## src/rtl/spi_flash_responder_if.sv

```systemverilog
// SPI pin bundle between a flash-reading initiator and the flash responder.
// Framing: cs low brackets a transfer; mosi is sampled on sck rise, miso changes on sck fall (mode 0).
interface spi_flash_responder_if;
    logic cs;
    logic sck;
    logic mosi;
    logic miso;
    logic miso_oe;

    modport master (
        output cs,
        output sck,
        output mosi,
        input  miso,
        input  miso_oe
    );

    modport slave (
        input  cs,
        input  sck,
        input  mosi,
        output miso,
        output miso_oe
    );
endinterface

```

## src/rtl/spi_flash_responder.sv

```systemverilog
// Minimal serial-flash emulator (SPI mode 0 target): answers JEDEC ID, status and read commands.
// All SPI pins are oversampled on clk, so clk must run at least 4x sck.
module spi_flash_responder #(
    parameter logic [23:0] JEDEC_ID   = 24'hEF4016,
    parameter logic [7:0]  STATUS_VAL = 8'h00,
    parameter logic [7:0]  PATTERN    = 8'hA5
) (
    input  logic                  clk,
    input  logic                  rst_n,
    spi_flash_responder_if.slave  spi,
    output logic                  cmd_strobe,
    output logic [7:0]            last_cmd,
    output logic                  busy,
    output logic [2:0]            dbg_state
);

    typedef enum logic [2:0] {
        S_IDLE   = 3'd0,
        S_CMD    = 3'd1,
        S_ADDR   = 3'd2,
        S_ID     = 3'd3,
        S_STAT   = 3'd4,
        S_DATA   = 3'd5,
        S_IGNORE = 3'd6
    } state_e;

    logic        cs_s1_q, cs_s2_q;
    logic        sck_s1_q, sck_s2_q, sck_s3_q;
    logic        mosi_s1_q, mosi_s2_q;

    state_e      state_q, state_d;
    logic [2:0]  bit_cnt_q, bit_cnt_d;
    logic [1:0]  byte_cnt_q, byte_cnt_d;
    logic [7:0]  shift_q, shift_d;
    logic [23:0] addr_q, addr_d;
    logic [7:0]  tx_q, tx_d;
    logic        miso_q, miso_d;
    logic        miso_oe_q, miso_oe_d;
    logic        cmd_strobe_q, cmd_strobe_d;
    logic [7:0]  last_cmd_q, last_cmd_d;
    logic        busy_q, busy_d;

    logic        sck_rise, sck_fall, byte_done, tx_state;
    logic [7:0]  shift_nxt;
    logic [23:0] addr_nxt, addr_inc;

    // mosi and sck travel through matching stage counts, so mosi_s2 lines up with the rise detect.
    assign sck_rise  = sck_s2_q & ~sck_s3_q;
    assign sck_fall  = ~sck_s2_q & sck_s3_q;
    assign byte_done = sck_rise && (bit_cnt_q == 3'd7);
    assign shift_nxt = {shift_q[6:0], mosi_s2_q};
    assign addr_nxt  = {addr_q[22:0], mosi_s2_q};
    assign addr_inc  = addr_q + 24'd1;
    assign tx_state  = (state_q == S_ID) || (state_q == S_STAT) || (state_q == S_DATA);

    always_ff @(posedge clk or negedge rst_n) begin
        if (!rst_n) begin
            cs_s1_q      <= 1'b1;
            cs_s2_q      <= 1'b1;
            sck_s1_q     <= 1'b0;
            sck_s2_q     <= 1'b0;
            sck_s3_q     <= 1'b0;
            mosi_s1_q    <= 1'b0;
            mosi_s2_q    <= 1'b0;
            state_q      <= S_IDLE;
            bit_cnt_q    <= 3'd0;
            byte_cnt_q   <= 2'd0;
            shift_q      <= 8'h00;
            addr_q       <= 24'h000000;
            tx_q         <= 8'h00;
            miso_q       <= 1'b0;
            miso_oe_q    <= 1'b0;
            cmd_strobe_q <= 1'b0;
            last_cmd_q   <= 8'h00;
            busy_q       <= 1'b0;
        end else begin
            cs_s1_q      <= spi.cs;
            cs_s2_q      <= cs_s1_q;
            sck_s1_q     <= spi.sck;
            sck_s2_q     <= sck_s1_q;
            sck_s3_q     <= sck_s2_q;
            mosi_s1_q    <= spi.mosi;
            mosi_s2_q    <= mosi_s1_q;
            state_q      <= state_d;
            bit_cnt_q    <= bit_cnt_d;
            byte_cnt_q   <= byte_cnt_d;
            shift_q      <= shift_d;
            addr_q       <= addr_d;
            tx_q         <= tx_d;
            miso_q       <= miso_d;
            miso_oe_q    <= miso_oe_d;
            cmd_strobe_q <= cmd_strobe_d;
            last_cmd_q   <= last_cmd_d;
            busy_q       <= busy_d;
        end
    end

    always_comb begin
        state_d      = state_q;
        bit_cnt_d    = bit_cnt_q;
        byte_cnt_d   = byte_cnt_q;
        shift_d      = shift_q;
        addr_d       = addr_q;
        tx_d         = tx_q;
        miso_d       = miso_q;
        miso_oe_d    = miso_oe_q;
        cmd_strobe_d = 1'b0;
        last_cmd_d   = last_cmd_q;
        busy_d       = busy_q;

        if (state_q == S_IDLE) begin
            if (!cs_s2_q) begin
                state_d    = S_CMD;
                bit_cnt_d  = 3'd0;
                byte_cnt_d = 2'd0;
                shift_d    = 8'h00;
                busy_d     = 1'b1;
            end
        end else if (cs_s2_q) begin
            // Deselect beats any sck edge seen in the same clk; partial bytes are dropped.
            state_d    = S_IDLE;
            bit_cnt_d  = 3'd0;
            byte_cnt_d = 2'd0;
            shift_d    = 8'h00;
            miso_d     = 1'b0;
            miso_oe_d  = 1'b0;
            busy_d     = 1'b0;
        end else begin
            if (sck_rise) begin
                bit_cnt_d = bit_cnt_q + 3'd1;
                shift_d   = shift_nxt;
            end
            if (sck_fall && tx_state) begin
                miso_d    = tx_q[7];
                tx_d      = {tx_q[6:0], 1'b0};
                miso_oe_d = 1'b1;
            end

            // The next byte is loaded on the last rise so its MSB leaves on the following fall.
            case (state_q)
                S_CMD: begin
                    if (byte_done) begin
                        last_cmd_d   = shift_nxt;
                        cmd_strobe_d = 1'b1;
                        case (shift_nxt)
                            8'h9F: begin
                                state_d    = S_ID;
                                tx_d       = JEDEC_ID[23:16];
                                byte_cnt_d = 2'd1;
                            end
                            8'h05: begin
                                state_d = S_STAT;
                                tx_d    = STATUS_VAL;
                            end
                            8'h03: begin
                                state_d    = S_ADDR;
                                byte_cnt_d = 2'd0;
                            end
                            default: state_d = S_IGNORE;
                        endcase
                    end
                end
                S_ADDR: begin
                    if (sck_rise) begin
                        addr_d = addr_nxt;
                    end
                    if (byte_done) begin
                        if (byte_cnt_q == 2'd2) begin
                            state_d = S_DATA;
                            tx_d    = addr_nxt[7:0] ^ PATTERN;
                        end else begin
                            byte_cnt_d = byte_cnt_q + 2'd1;
                        end
                    end
                end
                S_ID: begin
                    if (byte_done) begin
                        case (byte_cnt_q)
                            2'd1: begin
                                tx_d       = JEDEC_ID[15:8];
                                byte_cnt_d = 2'd2;
                            end
                            2'd2: begin
                                tx_d       = JEDEC_ID[7:0];
                                byte_cnt_d = 2'd3;
                            end
                            default: tx_d = 8'h00;
                        endcase
                    end
                end
                S_STAT: begin
                    if (byte_done) begin
                        tx_d = STATUS_VAL;
                    end
                end
                S_DATA: begin
                    if (byte_done) begin
                        addr_d = addr_inc;
                        tx_d   = addr_inc[7:0] ^ PATTERN;
                    end
                end
                S_IGNORE: begin
                    miso_d    = 1'b0;
                    miso_oe_d = 1'b0;
                end
                default: ;
            endcase
        end
    end

    assign spi.miso    = miso_q;
    assign spi.miso_oe = miso_oe_q;
    assign cmd_strobe  = cmd_strobe_q;
    assign last_cmd    = last_cmd_q;
    assign busy        = busy_q;
    assign dbg_state   = state_q;

endmodule

```

## src/flat_wrapper.sv

```systemverilog
// flat-port wrapper written by rule: the top's interface ports become plain ports
module spi_flash_responder_flat 
#(
    parameter logic [23:0] JEDEC_ID   = 24'hEF4016,
    parameter logic [7:0]  STATUS_VAL = 8'h00,
    parameter logic [7:0]  PATTERN    = 8'hA5
)
  (clk, rst_n, cmd_strobe, last_cmd, busy, dbg_state, spi_cs, spi_sck, spi_mosi, spi_miso, spi_miso_oe);
  spi_flash_responder_if spi_i ();
  input  logic clk;
  input  logic rst_n;
  output logic cmd_strobe;
  output logic [7:0] last_cmd;
  output logic busy;
  output logic [2:0] dbg_state;
  input wire logic [$bits(spi_i.cs)-1:0] spi_cs;
  input wire logic [$bits(spi_i.sck)-1:0] spi_sck;
  input wire logic [$bits(spi_i.mosi)-1:0] spi_mosi;
  output wire logic [$bits(spi_i.miso)-1:0] spi_miso;
  output wire logic [$bits(spi_i.miso_oe)-1:0] spi_miso_oe;
  assign spi_i.cs = spi_cs;
  assign spi_i.sck = spi_sck;
  assign spi_i.mosi = spi_mosi;
  assign spi_miso = spi_i.miso;
  assign spi_miso_oe = spi_i.miso_oe;
  spi_flash_responder #(.JEDEC_ID(JEDEC_ID), .STATUS_VAL(STATUS_VAL), .PATTERN(PATTERN)) u_core (.clk(clk), .rst_n(rst_n), .spi(spi_i), .cmd_strobe(cmd_strobe), .last_cmd(last_cmd), .busy(busy), .dbg_state(dbg_state));
endmodule
```

## config.mk

```make
export PLATFORM = sky130hd
export DESIGN_NAME = spi_flash_responder_flat
export DESIGN_NICKNAME = d
export VERILOG_FILES = /design/src/rtl/spi_flash_responder_if.sv /design/src/rtl/spi_flash_responder.sv /design/src/flat_wrapper.sv
export SDC_FILE = /design/constraint.sdc
export NUM_CORES = 1
export LEC_CHECK = 0
export CORE_MARGIN = 2
export CORE_UTILIZATION = 42
export CTS_CLUSTER_DIAMETER = 80
export DETAILED_ROUTE_END_ITERATION = 12
export SLEW_MARGIN = 20
export SYNTH_ARGS = -nofsm -noshare
export SYNTH_HDL_FRONTEND = slang
export SYNTH_SLANG_ARGS = --single-unit
```

## constraint.sdc

```tcl
create_clock -name clk -period 7.6 [get_ports clk]
set_input_delay 2.28 -clock clk [delete_from_list [all_inputs] [get_ports clk]]
set_output_delay 2.28 -clock clk [all_outputs]
set_load 0.01 [all_outputs]
```

==> flow_summary_export.csv, run 1 <==
group,metric,value,unit
place,globalplace.congestion,0.932,
detailed_routing,via_count,2269,
power_and_ir_drop,leakage,1.30,nW
die,rows,30,
power_and_ir_drop,ir_drop,127,uV
setup_path,cp_top_family,"flip-flops",
clock_tree,clock_latency,0.31,ns
clock_tree,cts_tree,"done",
layout,fin_area,3190,sq um
logic_synthesis,synth.distinct_cells,64,
clock_tree,cts_setup_buffers,0,
setup_path,crit_type,"reg -> out",
clock_tree,cts_resized,0,
timing,setup-tns-final,0,ns
setup_path,cp_slowest_stage_delay,0.76,ns
grt,grt_pass1_vias,2159,
timing,drv_slew,0,
detailed_routing,dr.pass1.iters,4,
die,die_w,87.2,um
detailed_routing,routed_wl,6550,um
layout,num_antenna_cells,0,
logic_synthesis,synth_warnings,0,
die,die_area,7600,sq um
place,dp_hpwl,4590,um
timing,holdWs,0.355,ns
power_and_ir_drop,p_per_area,290,nW/um^2
timing,worst_pin_slew,0.952,ns
grt,gr-total-overflow,0,
grt,antenna_found_initial,0,
logic_synthesis,synth_fa_ha_area_share,3.01,%
setup_path,critPathLaunchType,"flop",
clock_tree,clkSinkCount,50,
timing,setup_violations,0,
logic_synthesis,synth_common_cells,"dfrtp_1 (48), nand2_1 (24), nor2_1 (24)",
timing,rsz0062_at_grt,"false",
logic_synthesis,synth_area,2910,sq um
layout,drive_above_1_share,12.7,%
timing,slew_headroom,36.4,%
die,io_pins,20,
timing,finalCriticalPeriod,4.00,ns
status,status,"complete, no violations",
timing,fmax,0.250,GHz
logic_synthesis,seq_area_frac_synth,43.1,%
die,core_area,6760,sq um
logic_synthesis,syn_nets,303,
logic_synthesis,synthArstFlopShare,100,%
setup_path,critPathArrivalTime,1.72,ns
setup_path,path_max_fanout,22,
detailed_routing,ant_nets,0,
detailed_routing,viasPerCell,5.97,
detailed_routing,drc_errors,0,
logic_synthesis,synth_cells,291,
run,cap_violations,0,
logic_synthesis,synth-simple-area-share,19.6,%
grt,grt_first_pass_wirelength,11000,um
clock_tree,cts_hold_buf,0,
setup_path,path_cells,"clkdlybuf4s50_1",
timing,skew,0.00559,ns
clock_tree,clockRootBuffer,"clkbuf_8",
grt,grtUsageTotal,18.5,%
logic_synthesis,synth_area_leaders,"dfrtp_1 (41%), mux2_2 (3.9%), nand2_1 (3.1%)",
clock_tree,htree_levels,2,
layout,area_delta_synth_final,9.69,%
layout,nets,311,
grt,grt_max_degree,51,
clock_tree,clk_pin_slew,0.10,ns
logic_synthesis,synth_top_family_by_area,"compound AO/OA/AOI/OAI gates",
timing,period_share,52.7,%
clock_tree,cts.path.max_buffers,2,
logic_synthesis,synth-xor-area-share,1.21,%
logic_synthesis,syn_avg_cell_area,9.99,sq um
logic_synthesis,synthFlopType,"dfrtp_1",
setup_path,required,5.32,ns
detailed_routing,wl_per_cell,17.2,um
hold_path,holdCritPathClass,"reg -> reg",
logic_synthesis,muxShareOfSynthArea,4.91,%
die,fp.dieH,87.2,um
logic_synthesis,synth-edff-count,0,
setup_path,crit_buf_inv,1,
logic_synthesis,ys_seq_elements,50,
place,io_buffers,19,
logic_synthesis,synth-compound-area-share,22.9,%
clock_tree,cts_buffers,5,
timing,hold_viol_final,0,
logic_synthesis,synth_top_area_share,41.3,%
setup_path,critPathSlowestCell,"dfrtp_1",
logic_synthesis,synth_top_cell_by_area,"dfrtp_1",
setup_path,end_kind,"output pin",
die,initial_core_util,43.0,%
logic_synthesis,synth.most_common_cell,"dfrtp_1",
detailed_routing,drtIter0Drc,131,
place,postPlaceCellArea,3080,sq um
[stage by stage]
stage / setup slack [ns] / utilization, % / instances / power [mW]
3_3_place_gp: 3.95 / 45.6 / 372 / 0.751
2_1_floorplan: 4.89 / - / 291 / 0.672
3_5_place_dp: 3.93 / 45.6 / 372 / 0.754
5_1_grt: 3.49 / 47.2 / 380 / 0.995
6_report: 3.60 / 47.2 / 380 / 0.923
4_1_cts: 3.58 / 47.1 / 380 / 0.929
[report_power, final]
part	leakage [nW]	internal [mW]	switching, mW
clock	0.0478	0.0752	0.0969
sequential	0.630	0.312	0.0867
combinational	0.618	0.160	0.193
total	1.30	0.547	0.377
[metal layers]
| layer | up-vias | global-route usage, % | routed length, um |
|---|---|---|---|
| li1 | 1108 | - | - |
| met1 | 1112 | 26.7 | 3270 |
| met2 | 43 | 28.5 | 2990 |
| met3 | 6 | 3.60 | 242 |
| met4 | 0 | 4.76 | 53 |
| met5 | - | 0 | 0 |
[registers in the layout (all words and copies together) (netlist names), 2 cells and up]
signal,cells
u_core.dbg_state,3
u_core.shift_q,7
u_core.tx_q,8
u_core.byte_cnt_q,2
u_core.last_cmd,8
u_core.bit_cnt_q,3
u_core.addr_q,8
[worst paths after layout]
path                                startpoint                   end  slack [ns]  depth (start not counted)
setup / recovery           u_core.dbg_state[2]          dbg_state[2]        3.60                          1
hold / removal                 u_core.sck_s1_q       u_core.sck_s2_q        0.36                          0
setup reg to reg           u_core.dbg_state[2]    u_core.last_cmd[6]        4.69                          6
hold reg to reg                u_core.sck_s1_q       u_core.sck_s2_q        0.36                          0
max in group asynchronous                rst_n       u_core.sck_s3_q        5.10                          2
min in group asynchronous                rst_n  u_core.byte_cnt_q[1]        2.05                          2
[kinds of logic after synthesis]
logic type	count (synthesis)
xor+xnor	4
mux	13
buf+inv	29
compound gates	87
simple gates	101
fa+ha+maj	7
flops	50
[cells in the final DEF, fill, tap and decap left out, types with 3 or more instances in the layout]
| cell | count |
|---|---|
| a211oi_1 | 3 |
| a21oi_1 | 16 |
| a221oi_1 | 4 |
| a22o_1 | 7 |
| a31oi_1 | 3 |
| a32o_1 | 3 |
| and3_1 | 3 |
| and3b_1 | 3 |
| clkbuf_8 | 6 |
| clkdlybuf4s50_1 | 18 |
| dfrtp_1 | 48 |
| ha_1 | 7 |
| inv_1 | 10 |
| mux2_2 | 10 |
| mux2i_1 | 3 |
| nand2_1 | 24 |
| nand2b_1 | 3 |
| nand3_1 | 7 |
| nand3b_1 | 3 |
| nand4_1 | 4 |
| nor2_1 | 24 |
| nor2b_1 | 3 |
| nor3_1 | 4 |
| nor4_1 | 5 |
| o21a_1 | 7 |
| o21ai_0 | 15 |
| or2_2 | 3 |
| xnor2_1 | 4 |
[area by class of cell]
type	count	area (sq um)
clock buffer	6	82.6
clock inverter	2	16.3
fill	656	3570
inverter	10	37.5
multi-input combinational	212	1510
sequential	50	1250
tap	80	100
timing repair buffer	20	193
Power figures use the tool's default switching activity.
==> run 2: changes to the inputs <==
- clock period: 7.6 -> 3.8 ns (I/O delays scaled with it)
==> run 2 against run 1 <==
Against the previous run: routed wire length decreased by 0.92%; setup slack got worse by 2.7 ns; largest power group unchanged; non-clock buffer count increased by 1; register-to-register slack got worse by 3.7 ns; via count increased by 1.1%; clock skew increased by 0.0035 ns; combinational power increased by 98%; critical endpoint unchanged; largest cell class unchanged.
==> flow_summary_export.csv, run 2 (same netlist as run 1, synthesis figures left out) <==
group,metric,value,unit
detailed_routing,drtIter0Drc,151,
clock_tree,cts_resized,0,
power_and_ir_drop,seqPwrFrac,42.4,%
hold_path,holdPathStages,0,
clock_tree,clk_pin_slew,0.10,ns
timing,skew,0.00904,ns
timing,finalCriticalPeriod,2.90,ns
setup_path,crit_type,"reg -> out",
die,rows,30,
power_and_ir_drop,leakage,1.31,nW
setup_path,required,2.66,ns
power_and_ir_drop,ir_drop,220,uV
setup_path,path_depth,1,
detailed_routing,drc_errors,0,
setup_path,rr_worst_depth,6,
place,io_buffers,19,
power_and_ir_drop,combPwrFrac,37.1,%
power_and_ir_drop,power,1.89,mW
timing,setup-tns-final,0,ns
grt,gr-total-overflow,0,
detailed_routing,dr.pass1.iters,5,
die,die_w,87.2,um
clock_tree,htree_levels,2,
detailed_routing,via_count,2295,
timing,period_share,76.3,%
die,core_area,6760,sq um
die,fp.dieH,87.2,um
detailed_routing,ant_nets,0,
layout,drive_above_1_share,13.0,%
hold_path,holdCritPathClass,"reg -> reg",
place,dp_cells,373,
place,dp_hpwl,4620,um
detailed_routing,routed_wl,6490,um
grt,antenna_found_initial,0,
grt,grt_pass1_vias,2161,
setup_path,critPathArrivalTime,1.76,ns
timing,rsz0062_at_grt,"false",
die,die_area,7600,sq um
layout,layout.cells.non_filler,381,
layout,final_common_cell,"dfrtp_1",
grt,grt_first_pass_wirelength,11100,um
die,io_pins,20,
setup_path,end_kind,"output pin",
timing,holdWs,0.361,ns
timing,slew_headroom,43.9,%
setup_path,path_cells,"clkdlybuf4s50_1",
grt,grt_max_degree,32,
place,pre_cts_ws,1.05,ns
run,cap_violations,0,
power_and_ir_drop,clkPwrFrac,20.5,%
setup_path,crit_buf_inv,1,
clock_tree,clockRootBuffer,"clkbuf_8",
clock_tree,clkSinkCount,50,
clock_tree,cts_buffers,5,
clock_tree,cts.path.max_buffers,2,
setup_path,critPathSlowestCell,"dfrtp_1",
layout,nets,312,
timing,drv_slew,0,
timing,fmax,0.345,GHz
layout,fin_area,3210,sq um
layout,fill_cells,642,
power_and_ir_drop,switching_power,0.746,mW
clock_tree,cts_setup_buffers,0,
setup_path,critPathLaunchType,"flop",
status,status,"complete, no violations",
detailed_routing,wl_per_cell,17.0,um
layout,mostFrequentLayoutCells,"dfrtp_1 (48), nand2_1 (24), nor2_1 (24), clkdlybuf4s50_1 (18)",
timing,setup_violations,0,
timing,setup_ws,0.899,ns
clock_tree,clock_latency,0.31,ns
place,globalplace.congestion,0.914,
layout,post-route-util,47.5,%
power_and_ir_drop,p_per_area,588,nW/um^2
place,postPlaceCellArea,3090,sq um
power_and_ir_drop,p_int,1.14,mW
detailed_routing,viasPerCell,6.02,
clock_tree,cts_hold_buf,0,
clock_tree,cts_tree,"done",
setup_path,path_max_fanout,22,
grt,grtUsageTotal,18.7,%
power_and_ir_drop,switching_share,39.5,%
die,initial_core_util,43.0,%
layout,num_antenna_cells,0,
timing,worst_pin_slew,0.840,ns
layout,area_delta_synth_final,10.4,%
setup_path,cp_slowest_stage_delay,0.79,ns
setup_path,cp_top_family,"flip-flops",
timing,hold_viol_final,0,
==> run 2: layer usage <==
layer / up-vias / routed length [um] / global-route usage, % / share of wire, %
li1: 1111 / - / - / -
met1: 1117 / 3160 / 27.5 / 49
met2: 61 / 2880 / 28.2 / 44
met3: 6 / 377 / 3.60 / 5.8
met4: 0 / 74 / 5.45 / 1.1
met5: - / 0 / 0 / 0
==> run 2: power by group through the flow <==
stage | logic [mW] | registers [mW] | clock network, mW
global placement | 0.689 | 0.807 | 0
finish | 0.700 | 0.801 | 0.388
detailed placement | 0.692 | 0.808 | 0
CTS | 0.696 | 0.798 | 0.402
global route | 0.784 | 0.824 | 0.425
floorplan | 0.643 | 0.702 | 0
==> run 2: layout make-up <==
class                           count  area [sq um]  share of cell area [%]
Clock buffer                        5          68.8                    2.14
Clock inverter                      3          43.8                    1.36
Inverter                           10          37.5                    1.17
Multi-Input combinational cell    212          1510                    46.9
Sequential cell                    50          1250                    39.1
Tap cell                           80           100                    3.12
Timing Repair Buffer               21           200                    6.24
==> run 2: final timing paths <==
kind	start	to	slack [ns]
max	u_core.dbg_state[2]	dbg_state[2]	0.90
min	u_core.cs_s1_q	u_core.cs_s2_q	0.36
max reg2reg	u_core.dbg_state[2]	u_core.last_cmd[3]	1.00
min reg2reg	u_core.cs_s1_q	u_core.cs_s2_q	0.36
max in group asynchronous	rst_n	u_core.cs_s1_q	2.27
min in group asynchronous	rst_n	u_core.byte_cnt_q[0]	0.76
